==> config.mk <==
export PLATFORM = sky130hd
export DESIGN_NAME = jtframe_dwnld_sdram
export DESIGN_NICKNAME = d
export VERILOG_FILES = /design/src/rtl/jtframe_dwnld_sdram.sv
export SDC_FILE = /design/constraint.sdc
export NUM_CORES = 1
export LEC_CHECK = 0
export BUFFER_PORTS_ARGS = -buffer_cell sky130_fd_sc_hd__buf_2
export CELL_PAD_IN_SITES_DETAIL_PLACEMENT = 0
export CELL_PAD_IN_SITES_GLOBAL_PLACEMENT = 1
export CORE_UTILIZATION = 50
export CTS_CLUSTER_DIAMETER = 30
export DETAILED_ROUTE_END_ITERATION = 6
export GPL_ROUTABILITY_DRIVEN = 0
export PLACE_DENSITY = 0.79
export SETUP_SLACK_MARGIN = 0.2
export SLEW_MARGIN = 20
export SYNTH_ARGS = -nofsm -noshare
export SYNTH_HDL_FRONTEND = slang
export SYNTH_SLANG_ARGS = --single-unit
==> constraint.sdc <==
create_clock -name clk_rom -period 5.5 [get_ports clk_rom]
set_clock_uncertainty 0.05 [all_clocks]
set_input_delay 0.825 -clock clk_rom [delete_from_list [all_inputs] [get_ports clk_rom]]
set_output_delay 0.825 -clock clk_rom [all_outputs]
set_load 0.01 [all_outputs]
==> src/rtl/jtframe_dwnld_sdram.sv <==
// ROM download to SDRAM programming bridge: maps download bytes to bank/word
// address, buffers them in a 4-deep FIFO and issues handshaked byte writes.
module jtframe_dwnld_sdram #(
  parameter int          HEADER    = 0,
  parameter logic [24:0] BA1_START = 25'h08_0000,
  parameter logic [24:0] BA2_START = 25'h10_0000,
  parameter logic [24:0] BA3_START = 25'h18_0000,
  parameter int          HOLD      = 16
) (
  input  logic        clk_rom,
  input  logic        rst,
  input  logic        downloading,
  input  logic [24:0] ioctl_addr,
  input  logic [7:0]  ioctl_data,
  input  logic        ioctl_wr,
  output logic [21:0] prog_addr,
  output logic [7:0]  prog_data,
  output logic [1:0]  prog_mask,
  output logic [1:0]  prog_bank,
  output logic        prog_we,
  input  logic        prog_rdy,
  output logic        dwnld_busy,
  output logic        overflow
);

  localparam int          CW     = HOLD > 0 ? $clog2(HOLD + 1) : 1;
  localparam logic [CW-1:0] HOLD_V = CW'(HOLD);
  localparam logic [24:0] HDR    = 25'(HEADER);

  localparam logic [1:0] IDLE  = 2'd0;
  localparam logic [1:0] WRITE = 2'd1;
  localparam logic [1:0] GAP   = 2'd2;

  typedef struct packed {
    logic [21:0] addr;
    logic [1:0]  bank;
    logic [1:0]  mask;
    logic [7:0]  data;
  } entry_t;

  entry_t        mem [4];
  entry_t        new_e;
  logic [1:0]    wr_ptr, rd_ptr, state;
  logic [2:0]    count;
  logic [CW-1:0] hold_cnt;
  logic          dl_l;
  logic [24:0]   a, base, offs;
  logic          push, pop, do_push, dl_rise, empty, full;

  // Bank decode and in-bank word address for the byte being pushed
  always_comb begin
    a    = ioctl_addr - HDR;
    base = 25'd0;
    new_e.bank = 2'd0;
    if (a >= BA3_START) begin
      base = BA3_START; new_e.bank = 2'd3;
    end else if (a >= BA2_START) begin
      base = BA2_START; new_e.bank = 2'd2;
    end else if (a >= BA1_START) begin
      base = BA1_START; new_e.bank = 2'd1;
    end
    offs       = a - base;
    new_e.addr = offs[22:1];
    new_e.mask = a[0] ? 2'b01 : 2'b10;
    new_e.data = ioctl_data;
  end

  assign dl_rise = downloading & ~dl_l;
  assign empty   = count == 3'd0;
  assign full    = count == 3'd4;
  assign push    = downloading & ioctl_wr & (ioctl_addr >= HDR);
  assign pop     = (state == IDLE) & ~empty & ~dl_rise;
  // A pop frees a slot in the same cycle, so a full FIFO can still accept
  assign do_push = push & (~full | pop) & ~dl_rise;

  always_ff @(posedge clk_rom) begin
    if (do_push) mem[wr_ptr] <= new_e;
  end

  always_ff @(posedge clk_rom or posedge rst) begin
    if (rst) begin
      dl_l     <= 1'b0;
      wr_ptr   <= 2'd0;
      rd_ptr   <= 2'd0;
      count    <= 3'd0;
      overflow <= 1'b0;
    end else begin
      dl_l <= downloading;
      if (dl_rise) begin
        wr_ptr   <= 2'd0;
        rd_ptr   <= 2'd0;
        count    <= 3'd0;
        overflow <= 1'b0;
      end else begin
        if (do_push) wr_ptr <= wr_ptr + 2'd1;
        if (pop)     rd_ptr <= rd_ptr + 2'd1;
        count <= count + {2'd0, do_push} - {2'd0, pop};
        if (push & full & ~pop) overflow <= 1'b1;
      end
    end
  end

  always_ff @(posedge clk_rom or posedge rst) begin
    if (rst) begin
      state     <= IDLE;
      prog_we   <= 1'b0;
      prog_addr <= 22'd0;
      prog_data <= 8'd0;
      prog_mask <= 2'b11;
      prog_bank <= 2'd0;
    end else if (dl_rise) begin
      state   <= IDLE;
      prog_we <= 1'b0;
    end else begin
      case (state)
        IDLE: if (!empty) begin
          prog_addr <= mem[rd_ptr].addr;
          prog_bank <= mem[rd_ptr].bank;
          prog_mask <= mem[rd_ptr].mask;
          prog_data <= mem[rd_ptr].data;
          prog_we   <= 1'b1;
          state     <= WRITE;
        end
        WRITE: if (prog_rdy) begin
          prog_we <= 1'b0;
          state   <= GAP;
        end
        GAP:     state <= IDLE;
        default: begin
          state   <= IDLE;
          prog_we <= 1'b0;
        end
      endcase
    end
  end

  // Keeps busy asserted for HOLD cycles once everything has gone quiet
  always_ff @(posedge clk_rom or posedge rst) begin
    if (rst)                             hold_cnt <= '0;
    else if (downloading | ~empty | prog_we) hold_cnt <= HOLD_V;
    else if (hold_cnt != '0)             hold_cnt <= hold_cnt - 1'b1;
  end

  assign dwnld_busy = downloading | ~empty | prog_we | (hold_cnt != '0);

endmodule

# After elaboration in Yosys (flattened, before gate mapping)
# Memories as Yosys holds them, arrays and structs flattened. A register that Yosys moved wholly into a read port is not among the register bits.
# Index checks and enable logic that the tools add are counted.
# word_totals
ff_bits	17
ram_bits	136
in_bits	38
output_inout_bits	37
wordCells	79
n_memories	1
# op_classes
addsub	6
order_cmp	4
eq_ne	6
mux	26
bitwise_logic	18
n_reduce_logical	10
# memory_table
memory	depth	width	read_ports	rd_clocked_by_memory_dff	wr	line_no	source
mem	4	34	1	1	1	41	entry_t mem [4];
# ops
operator	count
$ge A25 B21 Y1 const B	2
$mux W21	2
$ge A25 B1 Y1 const B	1
$ge A25 B20 Y1 const B	1
$sub A23 B23 Y23	1
$mux W2	10
$mux W20	1
$mux W5	2
$and A1 B1 Y1	9
$mux W1	8
$reduce_bool A2 Y1	4
$ne A3 B3 Y1 const B	2
$reduce_and A3 Y1	2
$not A1 Y1	5
$reduce_bool A5 Y1	1
$sub A5 B1 Y5 const B	1
$add A2 B1 Y2 const B	2
$or A1 B1 Y1	4
$pmux W2 S2	1
$add A3 B1 Y3	1
$eq A3 B3 Y1 const B	1
$logic_not A3 Y1	1
$mux W3	1
$pmux W1 S3	1
other kinds (6)	6

# Logic depth before layout (Yosys ltp)
# logic_depth
depth_word	10
mapped_depth	14
ltp_nobuf	12

# Worst setup path before layout
# OpenSTA, ideal clock, no wires.
# synth_timing
kind	input to register
startpoint	in downloading
endpoint	reg count[2]
setup_ns	0.132
arrival_ns	2.657
t_required_ns	5.318
slack_ns	2.661
path_stages	13
path_buffers	2
cell_sequence	nor2b_1 -> or2_4 -> buf_12 -> buf_12 -> inv_1 -> ha_1 -> inv_1 -> ha_1 -> inv_1 -> fa_1 -> xor2_1 -> xnor2_1 -> nor2_1
# synth_between
elab_chain_len	9
word_cells_on_any_way	11
classes_between	add/sub: 2; mux: 1; bitwise: 8
# synth_rtl
element	line_no	source
start, declared	12	input logic downloading,
$and A1 B1 Y1	68	assign dl_rise = downloading & ~dl_l;
$not A1 Y1 (no source line)	-	
$and A1 B1 Y1	72	assign pop = (state == IDLE) & ~empty & ~dl_rise;
$or A1 B1 Y1	74	assign do_push = push & (~full | pop) & ~dl_rise;
$and A1 B1 Y1 (2 in series)	74	
$add A3 B1 Y3	97	count <= count + {2'd0, do_push} - {2'd0, pop};
$sub A3 B1 Y3	97	
$mux W3 (*)	89	if (dl_rise) begin
end signal, assigned	97	
end, declared	44	logic [2:0] count;
# Mark *: on every way between the ends. The rest lies on a longest branch, timed or not.
# A chain may end at the register's enable or synchronous reset.

# Worst setup path in the final report
# Same ends and word-level chain as after synthesis.

==> summary.md <==
| Metric | Value |
|---|---|
| Status | finished clean |
| Worst-path clk slew | 0.06 ns |
| Buffers on Ports | 74 |
| CP max-delay cell | or2_4 |
| Data arrival, critical path | 3.77 ns |
| Largest net degree at the start of global routing | 52 |
| Max H-tree Level | 4 |
| # resized after CTS | 0 |
| Normalized max-slew margin | 0.3254 |
| Wirelength per Cell | 19.86 um |
| 1st-iter DRT viols | 169 |
| Cells after DPL | 610 |
| Initial Utilization | 0.5123 |
| Least-Margin Pin Slew | 1.012 ns |
| Mapped Area | 7446 um2 |
| Initial antenna violation count | 0 |
| P&R area growth vs syn | 13.56% |
| PD cells | 497.6 nW/um2 |
| Synthesized flop and latch total | 187 |
| Unrepaired setup endpoints after global routing | no |
| Number of synthesis warnings | 0 |
| DP Area | 7919 um2 |
| Leakage power figure | 0.003214 uW |
| Worst path cell trace | buf_2 -> nor2b_1 -> or2_4 -> inv_1 -> ha_1 -> inv_1 -> ha_1 -> inv_1 -> fa_1 -> xor2_1 -> xnor2_1 -> nor2_1 |
| Via count | 3511 |
| Fill cells | 1116 |
| HP Class | reg2reg |
| Crit share post-route | 0.6445 |
| Via density per instance | 5.469 |
| Drt total wl | 12.75 mm |
| First-pass GRT wire length | 19.74 mm |
| Slew Viols, Final | 0 |
| Finished Layout Cells | 642 |
| Sw Share | 0.2808 |
| NetSw | 1182 uW |
| Core ar. | 14530 um2 |
| Vias in the first global route | 3737 |
| Share of layout cells above drive strength 1 | 0.3843 |
| Nets@finish | 495 |
| Die H | 124.0 um |
| Hold Fails Final Rpt | 0 |
| Die span in x | 124.0 um |
| Hpwl dp | 7.080 mm |
| Gate power share | 0.279 |
| Gr usage total | 0.1852 |
| Number of synthesized flops with an enable pin | 136 |
| Mapped Cells | 363 |
| Overflow after GRT | 0 |
| Internal power | 3026 uW |
| Clock group share of total power | 0.266 |
| CTS Buffer Depth | 2 |
| Remaining routing DRC violations | 0 |
| Clock Sinks | 187 |
| Hold Path End | prog_data[4]$_DFFE_PP0N_ |
| CP Launch Type | input pin |
| Crit path max fanout | 35 |
| Setup TNS | 0 ns |
| CP Capture Type | register |
| Post-route cell area | 8456 um2 |
| Worst VDD drop | 0.3215 mV |
| # rows | 44 |
| CTS buffer count | 17 |
| R2R Setup Slk | 2.13 ns |
| Syn_nets | 413 |
| Reg power frac | 0.456 |
| Post-synth top flop | edfxtp_1 |
| Clk Latency, worst-skew pair | 0.43 ns |
| Most used cell along the critical path | inv_1 |
| Drt pass-1 iters | 4 |
| I/O pin cnt | 75 |
| Reg2reg end | count[2]$_DFF_PP0_ |
| Reg2Reg Depth | 11 |
| Post-synthesis area per instance | 20.51 um2 |
| Setup Buffers After CTS | 0 |
| # setup viols final | 0 |
| Worst R2R Start | dl_l$_DFF_PP0_ |
| Die footprint | 15380 um2 |
| Post-CTS Hold Buffers | 0 |
| Crit path time final | 3.545 ns |
| Fmax | 282.1 MHz |
| Max incr delay on CP | 0.75 ns |
| Ys async rst share | 0.2727 |
| Critical path required time | 5.73 ns |
| Root buf cell | clkbuf_16 |
| CTS tree | built |
| N_diodes | 0 |
| Crit path kind | in2reg |
| Routed Antenna Nets | 0 |
| Synth unique cells | 40 |
| Worst Hold Launch | prog_data[4]$_DFFE_PP0N_ |
| Min-Delay Path Depth | 1 |
| Proportion of synthesized chip area in sequential cells | 0.7202 |
| Max-cap violation count | 0 |
-- power groups by stage --
stage	Clock, uW	Combinational, uW	Sequential, uW
6_report	1120	1170	1920
4_1_cts	1140	1200	1920
3_3_place_gp	0	1160	1940
2_1_floorplan	0	940	1940
5_1_grt	1200	1280	1940
3_5_place_dp	0	1190	1950
-- sequential cells by signal, summed over array words and instances, names as in the netlist --
register,count
wr_ptr,2
overflow,1
dl_l,1
prog_addr,22
prog_data,8
mem,136
prog_we,1
hold_cnt,5
count,3
state,2
prog_bank,2
prog_mask,2
rd_ptr,2
-- cell families (layout without fill, tap and decap cells) --
group	after synthesis	count (layout)	share of synthesized area
flip-flops	187	187	0.7202
adder cells (fa/ha/maj)	12	12	0.02218
buffers and inverters	30	125	0.02873
multiplexers	69	69	0.1759
AO/OA/AOI/OAI	11	11	0.009073
AND/OR/NAND/NOR	45	45	0.03327
XOR/XNOR	9	9	0.01059
-- critical path, delay by kind of cell --
kind	cells	cell delay [ns]
AND/OR/NAND/NOR	3	1.46
adder cells (fa/ha/maj)	3	0.80
XOR/XNOR	2	0.31
buffers and inverters	4	0.36
-- routing by layer --
layer  GRT usage  share of wire  up-vias
li1            -              -     1579
met1      0.2335           0.44     1843
met2      0.2990           0.50       79
met3     0.06364          0.053       10
met4     0.06696         0.0093        0
met5           0              0        -
-- synth_stat cells (3+ instances only) --
library cell,instances,share of area
edfxtp_1,136,0.55
dfrtp_1,49,0.16
mux2_4,29,0.058
mux4_2,23,0.070
inv_1,17,0.0086
nor2_1,14,0.0071
mux4_1,11,0.039
ha_1,10,0.017
nor3_1,7,0.0047
mux2_2,6,0.0091
and2_1,5,0.0042
nand2_1,5,0.0025
xor2_1,5,0.0059
buf_12,4,0.011
xnor2_1,4,0.0047
a21oi_1,3,0.0020
clkbuf_1,3,0.0015
o21ai_0,3,0.0020
-- cell usage in the layout, fill, tap and decap left out, types with 2 or more instances in the layout --
cell | Yosys | layout
mux4_1 | 11 | 11
buf_2 | 1 | 74
dfrtp_2 | 0 | 2
a21oi_1 | 3 | 3
nand2_1 | 5 | 5
mux2_4 | 29 | 29
clkbuf_16 | 0 | 17
nor2_1 | 14 | 14
mux2_2 | 6 | 6
dfstp_2 | 2 | 2
nor4_1 | 2 | 2
clkinv_1 | 0 | 3
clkinv_4 | 0 | 2
edfxtp_1 | 136 | 136
and2_2 | 0 | 4
nor3_1 | 7 | 7
clkbuf_1 | 3 | 2
o21ai_0 | 3 | 3
fa_1 | 2 | 2
clkinvlp_4 | 0 | 4
clkinv_2 | 0 | 3
nor2b_1 | 2 | 2
dfrtp_1 | 49 | 47
xor2_1 | 5 | 5
inv_1 | 17 | 16
ha_1 | 10 | 10
buf_4 | 2 | 2
mux4_2 | 23 | 23
nand3_1 | 2 | 2
xnor2_1 | 4 | 4
-- worst max-delay path by stage --
stage | start | to | slack (ns) | cells after the start
2_1_floorplan | downloading | count[2]$_DFF_PP0_ | 2.66 | 13
3_3_place_gp | downloading | count[2]$_DFF_PP0_ | 1.60 | 12
4_1_cts | downloading | count[2]$_DFF_PP0_ | 1.96 | 12
3_5_place_dp | downloading | count[2]$_DFF_PP0_ | 1.51 | 12
6_report | downloading | count[2]$_DFF_PP0_ | 1.96 | 12
5_1_grt | downloading | count[2]$_DFF_PP0_ | 1.67 | 12
-- final cells by class --
type,count,area (um2),share of cell area
Clock buffer,19,432.9,0.05120
Inverter,17,63.81,0.007547
Multi-Input combinational cell,146,1874,0.2217
Timing Repair Buffer,76,385.4,0.04558
Tap cell,184,230.2,0.02723
Clock inverter,13,103.9,0.01228
Sequential cell,187,5365,0.6345
-- through the flow --
step	util	setup slack, ns	hold slack (ns)	power (uW)
floorplan	-	2.661	0.4529	2877
global placement	0.5449	1.601	0.4360	3103
detailed placement	0.5449	1.508	0.4329	3137
CTS	0.5818	1.960	0.4474	4258
global route	0.5818	1.665	0.4688	4423
finish	0.5818	1.955	0.4481	4207
Note: power is estimated with default switching activity, not from simulation.
